`src/rtl/video_scanout.sv`:
```
// video_scanout: replays a 160x240 framebuffer of 7-bit colour indices as a 640x480@60 raster.
// Optional macro SCANOUT_LINEBUF_EN: odd output lines replay a row from an internal line buffer.
module video_scanout #(
  parameter int unsigned FB_WIDTH   = 160,
  parameter int unsigned FB_HEIGHT  = 240,
  parameter int unsigned ADDR_WIDTH = 16
) (
  input  logic                  clk_i,
  input  logic                  rst_i,
  output logic                  fb_rd,
  output logic [ADDR_WIDTH-1:0] fb_addr,
  input  logic [6:0]            fb_data,
  output logic [6:0]            vid_pix,
  output logic                  vid_de,
  output logic                  vid_hsync,
  output logic                  vid_vsync,
  output logic                  vid_frame
);

  localparam logic [9:0] HLast      = 10'd799;
  localparam logic [9:0] VLast      = 10'd524;
  localparam logic [9:0] HVis       = 10'(FB_WIDTH * 4);
  localparam logic [9:0] VVis       = 10'(FB_HEIGHT * 2);
  localparam logic [9:0] HSyncStart = 10'd656;
  localparam logic [9:0] HSyncEnd   = 10'd751;
  localparam logic [9:0] VSyncStart = 10'd490;
  localparam logic [9:0] VSyncEnd   = 10'd491;

  logic [9:0]  hcount_q, vcount_q;
  logic        visible, fetch, fetch_rd, hsync_n, vsync_n, frame_start;
  logic [7:0]  row, col;
  logic [17:0] addr_full;

  // Stage 1 and 2 carry the raster timing alongside the RAM access.
  logic de1_q, hs1_q, vs1_q, fr1_q, fetch1_q;
  logic de2_q, hs2_q, vs2_q, fr2_q, fetch2_q;
  logic [6:0] pix_q, src;

  always_comb begin
    visible     = (hcount_q < HVis) && (vcount_q < VVis);
    fetch       = visible && (hcount_q[1:0] == 2'b00);
    hsync_n     = !((hcount_q >= HSyncStart) && (hcount_q <= HSyncEnd));
    vsync_n     = !((vcount_q >= VSyncStart) && (vcount_q <= VSyncEnd));
    frame_start = (hcount_q == 10'd0) && (vcount_q == 10'd0);
    row         = vcount_q[8:1];
    col         = hcount_q[9:2];
    // row*160 as (row<<7)+(row<<5).
    addr_full   = {3'b0, row, 7'b0} + {5'b0, row, 5'b0} + {10'b0, col};
`ifdef SCANOUT_LINEBUF_EN
    fetch_rd    = fetch && !vcount_q[0];
`else
    fetch_rd    = fetch;
`endif
  end

  always_ff @(posedge clk_i) begin
    if (rst_i) begin
      hcount_q <= 10'd0;
      vcount_q <= 10'd0;
    end else if (hcount_q == HLast) begin
      hcount_q <= 10'd0;
      vcount_q <= (vcount_q == VLast) ? 10'd0 : vcount_q + 10'd1;
    end else begin
      hcount_q <= hcount_q + 10'd1;
    end
  end

  always_ff @(posedge clk_i) begin
    if (rst_i) begin
      fb_rd    <= 1'b0;
      fb_addr  <= '0;
      de1_q    <= 1'b0;
      hs1_q    <= 1'b1;
      vs1_q    <= 1'b1;
      fr1_q    <= 1'b0;
      fetch1_q <= 1'b0;
      de2_q    <= 1'b0;
      hs2_q    <= 1'b1;
      vs2_q    <= 1'b1;
      fr2_q    <= 1'b0;
      fetch2_q <= 1'b0;
    end else begin
      fb_rd    <= fetch_rd;
      if (fetch_rd) fb_addr <= ADDR_WIDTH'(addr_full);
      de1_q    <= visible;
      hs1_q    <= hsync_n;
      vs1_q    <= vsync_n;
      fr1_q    <= frame_start;
      fetch1_q <= fetch;
      de2_q    <= de1_q;
      hs2_q    <= hs1_q;
      vs2_q    <= vs1_q;
      fr2_q    <= fr1_q;
      fetch2_q <= fetch1_q;
    end
  end

`ifdef SCANOUT_LINEBUF_EN
  logic [6:0] linebuf [FB_WIDTH];
  logic [7:0] col1_q, col2_q;
  logic       odd1_q, odd2_q;
  logic [6:0] lb_q;

  always_ff @(posedge clk_i) begin
    if (rst_i) begin
      col1_q <= 8'd0;
      col2_q <= 8'd0;
      odd1_q <= 1'b0;
      odd2_q <= 1'b0;
      lb_q   <= 7'd0;
    end else begin
      // Column only moves on fetches so the buffer is never indexed past its end.
      if (fetch) col1_q <= col;
      odd1_q <= vcount_q[0];
      col2_q <= col1_q;
      odd2_q <= odd1_q;
      lb_q   <= linebuf[col1_q];
    end
  end

  always_ff @(posedge clk_i) begin
    if (fetch2_q && !odd2_q) linebuf[col2_q] <= fb_data;
  end

  always_comb src = odd2_q ? lb_q : fb_data;
`else
  always_comb src = fb_data;
`endif

  always_ff @(posedge clk_i) begin
    if (rst_i) begin
      pix_q     <= 7'd0;
      vid_pix   <= 7'd0;
      vid_de    <= 1'b0;
      vid_hsync <= 1'b1;
      vid_vsync <= 1'b1;
      vid_frame <= 1'b0;
    end else begin
      if (fetch2_q) pix_q <= src;
      vid_pix   <= !de2_q ? 7'd0 : (fetch2_q ? src : pix_q);
      vid_de    <= de2_q;
      vid_hsync <= hs2_q;
      vid_vsync <= vs2_q;
      vid_frame <= fr2_q;
    end
  end

endmodule

```
`config.mk`:
```
export PLATFORM = sky130hd
export DESIGN_NAME = video_scanout
export DESIGN_NICKNAME = d
export VERILOG_FILES = /design/src/rtl/video_scanout.sv
export SDC_FILE = /design/constraint.sdc
export NUM_CORES = 1
export LEC_CHECK = 0
export ABC_CLOCK_PERIOD_IN_PS = 7000
export BUFFER_PORTS_ARGS = -buffer_cell sky130_fd_sc_hd__buf_2
export CORE_MARGIN = 3
export CORE_UTILIZATION = 55
export CTS_CLUSTER_DIAMETER = 200
export DETAILED_ROUTE_END_ITERATION = 10
export MAX_ROUTING_LAYER = met4
export PLACE_DENSITY_LB_ADDON = 0.25
export SYNTH_ARGS = -nofsm -noshare
export SYNTH_HDL_FRONTEND = slang
export SYNTH_SLANG_ARGS = --single-unit
```
`constraint.sdc`:
```
create_clock -name clk_i -period 7 [get_ports clk_i]
set_clock_uncertainty 0.2 [all_clocks]
set_input_delay 0 -clock clk_i [delete_from_list [all_inputs] [get_ports clk_i]]
set_output_delay 0 -clock clk_i [all_outputs]
set_load 0.05 [all_outputs]
```
==> results.md <==
* Layout filler cell count at around 400
* Routed Wire Length at ~5.8 mm
* CP Class: register to register
* Worst-Skew Late Latency at 350 ps
* CTS root buffer: clkbuf_8
* Die H at 79.09 um
* Clock transition at path regs at 80 ps
* Worst Path Buf+Inv at 2
* Synth top area cells: dfxtp_1 (44%), ha_1 (8.1%), nor2_1 (4.1%)
* RSZ-0062 raised after global routing: no
* HP Class: input port to register
* Cells after Synth at 323
* Sequential area share after synthesis at between 40% and 50%
* Met2 Use GR at 30.64%
* Longest Clk Path Bufs at 2
* Count leader, synth: dfxtp_1
* Pleak at 1.487 nW
* Via count at 2389
* # rows at 25
* Pre-antenna DRT Iters at 4
* Core ar. at 4942 sq um
* Global route overflow at 0
* CP Capture Type: register
* Tmin final at a little under 3000 ps
* Pwr dens at between 200 and 250 nW/um^2
* Ys flop type: dfxtp_1
* Worst-path cell chain: inv_1 > fa_1 > inv_1 > ha_1 > a211oi_1 > o21ai_0 > a2111o_1 > nand3_1
* Drt drc at 0
* Clk sinks at 64
* Antenna-violating nets left at 0
* CTS resizes at 0
* Largest net degree at the start of global routing at 51
* Least-Margin Pin Slew at approximately 1000 ps
* DIE AREA at 6254 sq um
* Total Routing Usage GR at about a fifth
* IO Count at 37
* Fin util at 68.89%
* Area Growth Syn to Fin at 15.89%
* H-tree Lvls at 3
* CTS tree: done
* Max cap viols at 0
* GP Congestion at slightly below 0.9
* CP delay by family, top: compound AO/OA/AOI/OAI gates
* Mean post-synth cell area at 9.095 sq um
* Share of layout cells above drive strength 1 at 16.85%
* Worst relative slew slack at 33.99%
* Met3 Use GR at 6.576%
* CP required at 7080 ps
* Number of synthesized flops with an enable pin at 0
* Commonest cells in the netlist: dfxtp_1 (64), nor2_1 (32), nand2_1 (26)
* Share of the synthesized area in the top cell type at 43.61%
* Area of the multi-input gates at 1530 sq um
* CP dominant cell by count: inv_1
* Worst setup SP type: register
* Yosys reg bits at 64
* Most used routing layer: met2
* Cell taking the most area after synthesis: dfxtp_1
* Layout Nets at 393
* Period Utilization, post-route at 41.40%
* Syn Nets at 353
* Mean routed wirelength per cell at ~13 um
* Setup TNS at 0 ps
* Final Hold Fails at 0
* Max Slew Vio Count at 0
* Initial antenna violation count at 0
* Routed vias/inst at around 5.5
* ANT cells at 0
* Area after DPL at 3132 sq um
* Status: completed
* Async SR Flop Fraction at 0%
* Initial core utilization at ~59%
* YS warnings at 0
* First-pass GRT wire length at 9.922 mm
* Initial drt markers at 95
* M1 GR Usage at 25.97%
* Final Setup Violations at 0
* PortBufs at 36
* Critical path peak fanout at 7
* DPL Wire Length at 3.887 mm
* Post-Layout Inst Area at 3405 sq um
* Cell Area, Synth at between 2000 and 3000 sq um
* Crit-path max cell delay at 550 ps
* Num CTS Buffers at 9
* VDD IR-drop max at 0.0001287 V
* Fmax at 345.1 MHz
* Unique masters post-synth at 50
* Arr. time, crit path at 2980 ps
* Setup Buffers After CTS at 0
* Slowest-stage cell, CP: fa_1
* Sequential cell area at 1281 sq um
* Vias in the first global route at 2202
* Die width at between 70 and 80 um
-- cell families after synthesis --
family                     share of synthesized area (%)
muxes                                              2.768
AOI/OAI and AO/OA                                  12.14
and+or+nand+nor                                    24.15
buffers and inverters                              4.301
xor gates and xnor gates                           3.577
adders and majority gates                          9.455
DFF                                                43.61
-- registers in the layout (all words and copies together) (netlist names), 7 cells and up --
name and count:
fb_addr 16, hcount_q 10, pix_q 7, vcount_q 10, vid_pix 7
-- worst reg2reg max path, cell delays in order (launching register included) --
cell	delay, ps
dfxtp_1	450
inv_1	140
fa_1	550
inv_1	60
ha_1	300
a211oi_1	380
o21ai_0	240
a2111o_1	450
nand3_1	80
-- metal layers --
layer | part of all wire [%] | wire length (um) | up-vias
li1 | - | - | 1213
met1 | 48 | 2787 | 1101
met3 | 6.1 | 356 | 11
met4 | 2.0 | 114 | 0
met5 | 0 | 0 | -
met2 | 44 | 2548 | 64
-- area by class of cell --
type	count	area share (%)
clock buffer	9	3.638
clock inverter	7	2.315
inverter	15	1.654
multi-input combinational	230	44.95
sequential	64	37.63
tap	67	2.462
timing repair buffer	43	7.350
-- report_power, final --
group / internal (mW) / switching, mW
Sequential: 0.371 / 0.00501
Clock: 0.167 / 0.152
Combinational: 0.0144 / 0.0285
Total: 0.553 / 0.185
-- worst paths after layout --
kind,startpoint,slack [ps],end,cells after the start
setup reg to reg,vcount_q[3],4100,fb_addr[11],8
hold reg to reg,vs2_q,210,vid_vsync,1
setup / recovery,vcount_q[3],4100,fb_addr[11],8
hold / removal,rst_i,50,hcount_q[2],2
-- repair_timing --
action,in CTS,in global routing
endpoints found under the hold margin,14,0
setup endpoints to repair,0,0
hold buffers,7,0
-- per-stage QoR --
stage / setup WS [ps] / hold slack [ps] / instances / total power [mW]
floorplan: 4364 / -28.02 / 323 / 0.4156
global placement: 4232 / 69.24 / 412 / 0.4239
detailed placement: 4145 / 78.99 / 412 / 0.4246
CTS: 4122 / 34.00 / 435 / 0.7465
global route: 3900 / 77.97 / 435 / 0.7681
finish: 4102 / 50.59 / 435 / 0.7382
-- cells in the final DEF, fill, tap and decap left out, types with 3 or more instances in the layout --
cell,instances
a21oi_1,22
a21o_1,3
o211ai_1,3
or2_2,7
o21ai_0,7
nor2_1,32
nor4_1,4
nand2_1,26
dfxtp_1,64
inv_1,15
nand3_1,11
dlygate4sd3_1,7
clkbuf_8,9
or4_1,3
nand4_1,8
o21a_1,3
and2_1,7
o31ai_1,3
buf_2,36
or3_1,4
and3_1,8
xor2_1,6
and4_1,3
xnor2_1,6
ha_1,19
clkinvlp_4,3
mux2i_1,7
nand3b_1,4
nor2b_1,9
Power figures use the tool's default switching activity.
